## config.mk

```make
export PLATFORM = sky130hd
export DESIGN_NAME = alu_stim_gen
export DESIGN_NICKNAME = d
export VERILOG_FILES = /design/src/rtl/kcpsmx3_inc.sv /design/src/rtl/stim_lfsr32.sv /design/src/rtl/alu_stim_gen.sv
export SDC_FILE = /design/constraint.sdc
export NUM_CORES = 1
export LEC_CHECK = 0
export ABC_AREA = 1
export CAP_MARGIN = 10
export CELL_PAD_IN_SITES_DETAIL_PLACEMENT = 0
export CELL_PAD_IN_SITES_GLOBAL_PLACEMENT = 1
export CORE_UTILIZATION = 38
export CTS_CLUSTER_SIZE = 28
export DETAILED_ROUTE_END_ITERATION = 8
export PLACE_DENSITY_LB_ADDON = 0.1
export SLEW_MARGIN = 20
export SYNTH_ARGS = -nofsm -noshare
export SYNTH_HDL_FRONTEND = slang
export SYNTH_SLANG_ARGS = --single-unit
```

## constraint.sdc

```tcl
create_clock -name clk -period 2.2 [get_ports clk]
set_input_delay 0.44 -clock clk [delete_from_list [all_inputs] [get_ports clk]]
set_output_delay 0.44 -clock clk [all_outputs]
set_load 0.01 [all_outputs]
```

## src/rtl/kcpsmx3_inc.sv

```systemverilog
// Shared RojoBlaze ALU definitions: field widths, opcode/shift types,
// stimulus generator modes and the LFSR polynomial.
package kcpsmx3_inc;

    localparam int unsigned OPERAND_WIDTH = 8;
    localparam int unsigned OPCODE_WIDTH  = 5;
    localparam int unsigned NUM_OPCODES   = 24;

    // Galois taps for the 32-bit right-shifting stimulus LFSRs
    localparam logic [31:0] LFSR_TAPS = 32'h8020_0003;

    typedef logic [OPCODE_WIDTH-1:0] opcode_t;

    typedef enum logic [2:0] {
        SH_RL  = 3'd0,
        SH_RR  = 3'd1,
        SH_SL0 = 3'd2,
        SH_SL1 = 3'd3,
        SH_SLX = 3'd4,
        SH_SR0 = 3'd5,
        SH_SR1 = 3'd6,
        SH_SRX = 3'd7
    } shift_op_t;

    typedef enum logic [1:0] {
        WEIGHTED = 2'b00,
        UNIFORM  = 2'b01,
        CORNERS  = 2'b10,
        WALKING  = 2'b11
    } gen_mode_t;

    typedef enum logic [1:0] {
        ST_IDLE  = 2'd0,
        ST_RST   = 2'd1,
        ST_ISSUE = 2'd2,
        ST_DONE  = 2'd3
    } stim_state_t;

    // One step of the Galois LFSR
    function automatic logic [31:0] lfsr_step(input logic [31:0] s);
        return s[0] ? ((s >> 1) ^ LFSR_TAPS) : (s >> 1);
    endfunction

endpackage

```

## src/rtl/stim_lfsr32.sv

```systemverilog
// 32-bit Galois LFSR with a zero-safe reset seed and a step enable.
module stim_lfsr32
    import kcpsmx3_inc::*;
#(
    parameter logic [31:0] SEED = 32'h0000_0001
) (
    input  logic        clk,
    input  logic        reset,
    input  logic        step_i,
    output logic [31:0] state_o
);

    // An all-zero state would lock the LFSR, so a zero seed becomes 1
    localparam logic [31:0] SEED_NZ = (SEED == 32'h0) ? 32'h1 : SEED;

    logic [31:0] state_q;

    // Reseed on reset, advance once per enabled cycle
    always_ff @(posedge clk) begin
        if (reset) begin
            state_q <= SEED_NZ;
        end else if (step_i) begin
            state_q <= lfsr_step(state_q);
        end
    end

    assign state_o = state_q;

endmodule

```

## src/rtl/alu_stim_gen.sv

```systemverilog
// ALU stimulus sequencer: issues run_count LFSR-derived ALU transactions
// over valid/ready, with an optional DUT reset phase beforehand.
module alu_stim_gen #(
    parameter int unsigned OPERAND_WIDTH = kcpsmx3_inc::OPERAND_WIDTH,
    parameter int unsigned OPCODE_WIDTH  = kcpsmx3_inc::OPCODE_WIDTH,
    parameter int unsigned NUM_OPCODES   = kcpsmx3_inc::NUM_OPCODES,
    parameter int unsigned RUN_CNT_WIDTH = 16,
    parameter int unsigned RESET_CYCLES  = 4,
    parameter logic [31:0] SEED          = 32'hACE1_2249
) (
    input  logic                     clk,
    input  logic                     reset,
    input  logic                     start,
    input  logic                     abort,
    input  logic [RUN_CNT_WIDTH-1:0] run_count,
    input  logic [1:0]               mode,
    input  logic                     reset_dut_req,
    output logic                     dut_reset,
    output logic                     op_valid,
    input  logic                     op_ready,
    output logic [OPCODE_WIDTH-1:0]  opcode,
    output logic [2:0]               shift_op,
    output logic                     shift_dir,
    output logic                     shift_const,
    output logic                     carry_in,
    output logic [OPERAND_WIDTH-1:0] operand_a,
    output logic [OPERAND_WIDTH-1:0] operand_b,
    output logic                     busy,
    output logic                     done,
    output logic [RUN_CNT_WIDTH-1:0] issued_count
);

    import kcpsmx3_inc::*;

    localparam int unsigned RST_CNT_W = (RESET_CYCLES > 1) ? $clog2(RESET_CYCLES) : 1;
    localparam logic [RST_CNT_W-1:0] RST_LAST   = RST_CNT_W'(RESET_CYCLES - 1);
    localparam logic [OPCODE_WIDTH:0] NUM_OP_EXT = NUM_OPCODES[OPCODE_WIDTH:0];

    stim_state_t                state_q;
    gen_mode_t                  mode_q;
    logic [RUN_CNT_WIDTH-1:0]   run_cnt_q;
    logic [RUN_CNT_WIDTH-1:0]   issued_count_q;
    logic [RST_CNT_W-1:0]       rst_cnt_q;
    logic [OPERAND_WIDTH-1:0]   walk_q;
    logic                       dut_reset_q, op_valid_q, done_q, busy_q;
    logic [OPCODE_WIDTH-1:0]    opcode_q;
    shift_op_t                  shift_op_q;
    logic                       shift_dir_q, shift_const_q, carry_in_q;
    logic [OPERAND_WIDTH-1:0]   operand_a_q, operand_b_q;

    logic [31:0]                lfsr_a, lfsr_b, lfsr_c;
    logic                       load_c;
    gen_mode_t                  load_mode_c;
    logic [RUN_CNT_WIDTH-1:0]   issued_inc_c;
    logic [OPERAND_WIDTH-1:0]   walk_next_c;
    logic [OPCODE_WIDTH:0]      opcode_ext_c;
    logic [OPERAND_WIDTH-1:0]   operand_a_c, operand_b_c;
    logic                       unused_lfsr_bits;

    // Three independent streams: a/b operands, c control fields
    stim_lfsr32 #(.SEED(SEED)) u_lfsr_a (
        .clk(clk), .reset(reset), .step_i(load_c), .state_o(lfsr_a));
    stim_lfsr32 #(.SEED(SEED ^ 32'h5A5A_5A5A)) u_lfsr_b (
        .clk(clk), .reset(reset), .step_i(load_c), .state_o(lfsr_b));
    stim_lfsr32 #(.SEED(SEED ^ 32'hA5A5_A5A5)) u_lfsr_c (
        .clk(clk), .reset(reset), .step_i(load_c), .state_o(lfsr_c));

    // Bits of the LFSR state that feed no field
    assign unused_lfsr_bits = ^{lfsr_a, lfsr_b, lfsr_c};

    // Operand distribution for the LFSR-driven modes
    function automatic logic [OPERAND_WIDTH-1:0] pick_operand(input logic [31:0] x,
                                                              input gen_mode_t m);
        logic [OPERAND_WIDTH-1:0] r;
        r = x[OPERAND_WIDTH-1:0];
        case (m)
            WEIGHTED: begin
                case (x[31:30])
                    2'b00:   return '0;
                    2'b11:   return OPERAND_WIDTH'(1);
                    default: return r;
                endcase
            end
            CORNERS: begin
                case (x[31:30])
                    2'b00:   return '0;
                    2'b01:   return '1;
                    2'b10:   return OPERAND_WIDTH'(1) << (OPERAND_WIDTH - 1);
                    default: return r;
                endcase
            end
            default: return r;
        endcase
    endfunction

    // Field-load decision and next transaction fields
    always_comb begin
        issued_inc_c = issued_count_q + RUN_CNT_WIDTH'(1);
        load_mode_c  = (state_q == ST_IDLE) ? gen_mode_t'(mode) : mode_q;
        walk_next_c  = (state_q == ST_ISSUE)
                     ? ((walk_q << 1) | (walk_q >> (OPERAND_WIDTH - 1)))
                     : OPERAND_WIDTH'(1);
        load_c = 1'b0;
        case (state_q)
            ST_IDLE:  load_c = start && (run_count != '0) && !reset_dut_req;
            ST_RST:   load_c = !abort && (rst_cnt_q == '0);
            ST_ISSUE: load_c = !abort && op_ready && (issued_inc_c != run_cnt_q);
            default:  load_c = 1'b0;
        endcase

        opcode_ext_c = {1'b0, lfsr_c[OPCODE_WIDTH-1:0]};
        if (opcode_ext_c >= NUM_OP_EXT) begin
            opcode_ext_c = opcode_ext_c - NUM_OP_EXT;
        end

        if (load_mode_c == WALKING) begin
            operand_a_c = walk_next_c;
            operand_b_c = ~walk_next_c;
        end else begin
            operand_a_c = pick_operand(lfsr_a, load_mode_c);
            operand_b_c = pick_operand(lfsr_b, load_mode_c);
        end
    end

    // Run control FSM with registered outputs and transaction fields
    always_ff @(posedge clk) begin
        if (reset) begin
            state_q        <= ST_IDLE;
            mode_q         <= WEIGHTED;
            run_cnt_q      <= '0;
            issued_count_q <= '0;
            rst_cnt_q      <= '0;
            walk_q         <= '0;
            dut_reset_q    <= 1'b0;
            op_valid_q     <= 1'b0;
            done_q         <= 1'b0;
            busy_q         <= 1'b0;
            opcode_q       <= '0;
            shift_op_q     <= SH_RL;
            shift_dir_q    <= 1'b0;
            shift_const_q  <= 1'b0;
            carry_in_q     <= 1'b0;
            operand_a_q    <= '0;
            operand_b_q    <= '0;
        end else begin
            done_q <= 1'b0;
            case (state_q)
                ST_IDLE: begin
                    if (start) begin
                        mode_q         <= gen_mode_t'(mode);
                        run_cnt_q      <= run_count;
                        issued_count_q <= '0;
                        busy_q         <= 1'b1;
                        if (run_count == '0) begin
                            state_q <= ST_DONE;
                            done_q  <= 1'b1;
                        end else if (reset_dut_req) begin
                            state_q     <= ST_RST;
                            dut_reset_q <= 1'b1;
                            rst_cnt_q   <= RST_LAST;
                        end else begin
                            state_q    <= ST_ISSUE;
                            op_valid_q <= 1'b1;
                        end
                    end
                end
                ST_RST: begin
                    if (abort) begin
                        state_q     <= ST_IDLE;
                        dut_reset_q <= 1'b0;
                        busy_q      <= 1'b0;
                    end else if (rst_cnt_q == '0) begin
                        state_q     <= ST_ISSUE;
                        dut_reset_q <= 1'b0;
                        op_valid_q  <= 1'b1;
                    end else begin
                        rst_cnt_q <= rst_cnt_q - RST_CNT_W'(1);
                    end
                end
                ST_ISSUE: begin
                    if (abort) begin
                        state_q    <= ST_IDLE;
                        op_valid_q <= 1'b0;
                        busy_q     <= 1'b0;
                    end else if (op_ready) begin
                        issued_count_q <= issued_inc_c;
                        if (issued_inc_c == run_cnt_q) begin
                            state_q    <= ST_DONE;
                            op_valid_q <= 1'b0;
                            done_q     <= 1'b1;
                        end
                    end
                end
                default: begin
                    state_q <= ST_IDLE;
                    busy_q  <= 1'b0;
                end
            endcase

            if (load_c) begin
                walk_q        <= walk_next_c;
                opcode_q      <= opcode_ext_c[OPCODE_WIDTH-1:0];
                shift_op_q    <= shift_op_t'(lfsr_c[10:8]);
                shift_dir_q   <= lfsr_c[12];
                shift_const_q <= lfsr_c[13];
                carry_in_q    <= lfsr_c[14];
                operand_a_q   <= operand_a_c;
                operand_b_q   <= operand_b_c;
            end
        end
    end

    assign dut_reset    = dut_reset_q;
    assign op_valid     = op_valid_q;
    assign done         = done_q;
    assign busy         = busy_q;
    assign issued_count = issued_count_q;
    assign opcode       = opcode_q;
    assign shift_op     = shift_op_q;
    assign shift_dir    = shift_dir_q;
    assign shift_const  = shift_const_q;
    assign carry_in     = carry_in_q;
    assign operand_a    = operand_a_q;
    assign operand_b    = operand_b_q;

endmodule

```

**Yosys cells after proc, flatten, opt, wreduce, memory -nomap -nowiden**

Index checks and enable logic that the tools add are counted.

- Muxes and demuxes: 58
- $lt $le $gt $ge: 1
- Bitwise logic cells: 5
- Add/sub/neg operators: 3
- Reduce and logical (&&, ||, !) cells: 25
- Equal/unequal tests: 25

Operator list:

| operator | count |
|---|---|
| two-way mux 32 bit | 3 |
| case mux 8 bit (2 select lines) | 4 |
| two-way mux 16 bit | 3 |
| case mux 8 bit (3 select lines) | 2 |
| case mux 16 bit (2 select lines) | 1 |
| two-way mux 2 bit | 14 |
| two-way mux 8 bit | 3 |
| two-way mux 1 bit | 20 |
| inequality test 2 bit (second input constant) | 9 |
| adder 16 x 1 -> 16 bit (second input constant) | 1 |
| == test 16 bit | 1 |
| zero test 16 bit | 1 |
| inequality test 16 bit | 1 |
| nonzero test 16 bit | 1 |
| == test 2 bit (second input constant) | 7 |
| inverter 3 -> 4 bit | 3 |
| zero test 2 bit | 5 |
| inverter 8 bit | 1 |
| bitwise OR 8 x 1 -> 8 bit | 1 |
| AND reduction 4 bit | 2 |
| AND reduction 8 bit | 1 |
| == test 2 x 1 -> 1 bit (second input constant) | 3 |
| inequality test 3 bit (second input constant) | 2 |
| case mux 1 bit (2 select lines) | 3 |
| other kinds (17) | 25 |

- Register bits: 173
- Input port bits: 24
- Output and inout bits: 47

**Longest topological paths before layout**

- Depth in word-level cells: 6
- Mapped depth: 18
- Gate-level depth less buffers: 16

**Modules after synthesis**

From an unflattened synthesis, not the netlist that was laid out.

- Cell total of the unflattened synthesis: 1153
- Area, all modules: 8076.5 um^2

Modules (own cells, without submodules):

| module | cells each | area an instance (um^2) | sequential area each (um^2) | times used |
|---|---|---|---|---|
| alu_stim_gen | 710 | 4647.0 | 1541.5 | 1 |
| stim_lfsr32 (u_lfsr_c) | 147 | 1154.9 | 640.6 | 1 |
| stim_lfsr32 (u_lfsr_a) | 147 | 1138.6 | 640.6 | 1 |
| stim_lfsr32 (u_lfsr_b) | 149 | 1136.1 | 640.6 | 1 |

**Worst setup path after synthesis**

No wires, ideal clock.

- Kind: register -> register
- Start: reg issued_count_q[0] (netlist: issued_count[0])
- End: reg u_lfsr_a.state_q[29] (netlist: u_lfsr_a.state_o[29])
- Data required time: 2066 ps
- Period minus slack after synthesis: 2318 ps
- Slack: -118 ps
- Cell stages (with the launch flop): 18
- Data arrival time: 2184 ps
- Buffers on the path: 3
- Cells stage by stage: dfxtp_1 -> ha_1 -> nand2_1 -> nor2_4 -> nand2_1 -> nand3_1 -> nand2_1 -> nor2_1 -> nand3_1 -> nor2_1 -> nand3_1 -> nand2_1 -> nand2_1 -> buf_4 -> buf_6 -> buf_6 -> nand3_1 -> nand3_1

- Word-level cells in the longest chain between the ends: 4

Ends and longest elaborated chain:

| element | line | text |
|---|---|---|
| start, declared | alu_stim_gen.sv:42 | `logic [RUN_CNT_WIDTH-1:0] issued_count_q;` |
| start signal, assigned | alu_stim_gen.sv:186 | `issued_count_q <= issued_inc_c;` |
| adder 16 x 1 -> 16 bit | alu_stim_gen.sv:98 | `issued_inc_c = issued_count_q + RUN_CNT_WIDTH'(1);` |
| inequality test 16 bit | alu_stim_gen.sv:107 | `ST_ISSUE: load_c = !abort && op_ready && (issued_inc_c != run_cnt_q);` |
| logical AND 1 bit | alu_stim_gen.sv:107 |  |
| case mux 1 bit (3 select lines) | alu_stim_gen.sv:104 | `case (state_q)` |
| end signal, assigned | stim_lfsr32.sv:23 | `state_q <= lfsr_step(state_q);` |
| end, declared | stim_lfsr32.sv:16 | `logic [31:0] state_q;` |

Every way passes these cells.
A chain may end at the register's enable or synchronous reset.

**Worst setup path after layout**

- Start: reg issued_count_q[0] (netlist: issued_count[0])
- End: reg u_lfsr_a.state_q[30] (netlist: u_lfsr_a.state_o[30])

Same word-level chain as after synthesis.

==> qor.yml <==
violations: "setup timing"
multi_input_area_um2: 4390
slew_headroom: 0.698
drv_slew: 0
vias_per_cell: 4.99
finalWirelength_mm: 22.7
cts_tree: "yes"
yosys_warnings: 0
first_global_vias: 7104
crit_type: "flip-flop to flip-flop"
die_h_um: 146
ios: 71
cts_buffer_depth: 2
setup_slack_ns: -0.259
fin_hold_ws_ns: 0.388
holdCritPathClass: "input port to flip-flop"
drive_gt1_frac: 0.244
seq_area_frac_synth: 0.431
synth_edf_count: 0
yosys.area.top_type: "dfxtp_1"
setup_tns_ns: -27.01
setup_viol_count_final: 132
worstPathArrival_ns: 2.84
first_iter_violations: 426
timing.final.crit_share: 1.12
p_int_mw: 9.33
avgSynthCellArea_um2: 7.16
gp_congestion: 0.790
drc_errors: 0
swShare: 0.395
drtAntennaViolNets: 0
drt_pass1_iterations: 6
grt_setup_unrepaired: "yes"
insertion_delay_ns: 0.44
maxCapViolCount: 0
fin_crit_ns: 2.46
clk_pin_slew_ns: 0.08
area_growth_pct: 45.0
synth_area_um2: 7850
vias: 7672
synth.ff_latch_count: 169
die_x_um: 146
startpoint_type: "flip-flop"
ff_latch_area_um2: 3390
num_rows: 52
grt_antenna_before_repair: 0
skew_ns: 0.0180
synth_top_area_frac: 0.431
power_density_nw_per_um2: 1360
synth_top_flop_cell: "dfxtp_1"
diodes: 0
p_clk_frac: 0.200
max_freq_ghz: 0.407
place_hpwl_mm: 13.1
root_buffer: "clkbuf_16"
crit_fanout: 8
grt_pass1_wl_mm: 35.6
endpoint_kind: "flip-flop"
cp.required_ns: 2.58
cts_buffers: 17
seqPwrFrac: 0.304
worstMarginPinSlew_ns: 0.453
fillers: 1936
die_area_um2: 21200
grt_overflow_total: 0
core_um2: 20200
status: "finished with violations"
pwr-share-comb: 0.495
yosysUniqueCellTypes: 40
synth_area_leaders: "dfxtp_1 43%, nand3_1 13%, nand2_1 12%, a21oi_1 7.6%, inv_1 3.5%"
wl_per_cell_um: 14.8
cts.sinks: 169
grt_max_degree: 84
leakage_nw: 4.68
netlist_instances: 1097
synthArstFlopShare: 0
ctsHtreeMaxLevel: 4
syn-num-nets: 1133
switchingPower_mw: 6.10
finalHoldViolCount: 0
initial_core_util: 0.388
vdd_drop_max_uv: 700
grtUsageTotal: 0.205
finalNetCount: 1292
io_buffers: 70
==> layout make-up <==
class                      instances  area share
timing repair buffer             213       0.208
sequential                       169       0.298
clock inverter                    14      0.0158
inverter                          76      0.0253
multi-input combinational        779       0.386
tap                              270      0.0297
clock buffer                      18      0.0377
==> critical path, cell delays in order (launching register included) <==
cell and delay (ns):
dfxtp_4 0.37, ha_4 0.16, nand2_4 0.05, nor2_4 0.21, buf_12 0.14, nand4_1 0.11
nand2_1 0.11, nand2_1 0.06, nand2_1 0.05, nand2_1 0.06, nor2_2 0.17, nand3_2 0.13
nand2_4 0.11, nand2_8 0.10, nand2_8 0.13, buf_12 0.13, buf_16 0.13, nand2_4 0.05
a21oi_2 0.12
==> cell usage after synthesis (all sizes together), types with 2 or more instances <==
cell and instances:
a21oi 127, nand3b 2, nand4 11, nand3 208, o32ai 2, or2 7
o221ai 6, nor3 2, nor4 3, a22oi 6, clkbuf 36, nand2 252
inv 75, xor2 7, buf 38, xnor2 5, ha 12, nor2 73
o21ai 44, dfxtp 169, a211oi 2
==> stage by stage <==
stage               utilization  total power [mW]  std cells  area, um^2  setup WS, ns
global route              0.563              16.5       1539       11400        -0.448
CTS                       0.518              14.0       1516       10500        -0.237
floorplan                     -              8.30       1097        7870        0.0134
detailed placement        0.467              10.2       1460        9440        -0.429
finish                    0.563              15.4       1539       11400        -0.259
global placement          0.467              10.2       1460        9440        -0.412
==> per-layer routing <==
metal,up-vias,GRT usage,part of all wire
met1,3557,0.284,0.50
met3,23,0.0317,0.023
met4,0,0.0653,0.014
met5,-,0,0
li1,3991,-,-
met2,101,0.326,0.47
==> path summary, 6_finish.rpt <==
kind	from	to	slack, ns	depth (start not counted)
min reg2reg	mode_q[0]	mode_q[0]	0.46	2
min	reset	run_cnt_q[3]	0.39	4
max	issued_count[0]	u_lfsr_a.state_o[30]	-0.26	18
max reg2reg	issued_count[0]	u_lfsr_a.state_o[30]	-0.26	18
==> flip-flops by register name, summed over array words and instances, names as in the netlist, 3 cells and up <==
register / count
u_lfsr_b.state_o: 32
u_lfsr_c.state_o: 31
operand_b: 8
u_lfsr_a.state_o: 32
shift_op: 3
walk_q: 8
operand_a: 8
run_cnt_q: 16
opcode: 5
issued_count: 16
==> kinds of logic (layout without fill, tap and decap cells) <==
group,after synthesis,after routing,synth area share
compound gates,194,194,0.137
simple gates,559,560,0.314
buf+inv,150,321,0.0829
xor+xnor,13,13,0.0164
flops,169,169,0.431
fa+ha+maj,12,12,0.0191
==> power groups by stage <==
stage,Sequential (mW),Clock (mW),Combinational (mW)
global placement,4.64,0,5.55
global route,4.82,3.30,8.36
finish,4.69,3.09,7.64
detailed placement,4.65,0,5.57
CTS,4.59,3.16,6.23
floorplan,4.61,0,3.68
==> placed cells by master, fill, tap and decap left out, types with 11 or more instances in the layout <==
cell / n
dfxtp_1: 166
ha_1: 11
buf_12: 16
inv_1: 72
clkdlybuf4s50_1: 69
a21oi_2: 14
buf_4: 99
nand2_4: 18
a21oi_1: 113
nand4_1: 11
nand2_2: 20
o21ai_0: 40
nand2_1: 213
nor2_1: 62
clkbuf_16: 29
nand3_2: 50
nand3_1: 154
==> what timing repair did <==
action,4_1_cts,5_1_grt
gates cloned,5,17
endpoints found under the setup margin,130,134
hold endpoints to repair,0,0
pin swaps,15,23
setup buffers,19,6
resized for setup,31,117
hold buffers,0,0
(Power assumes the default switching activity.)
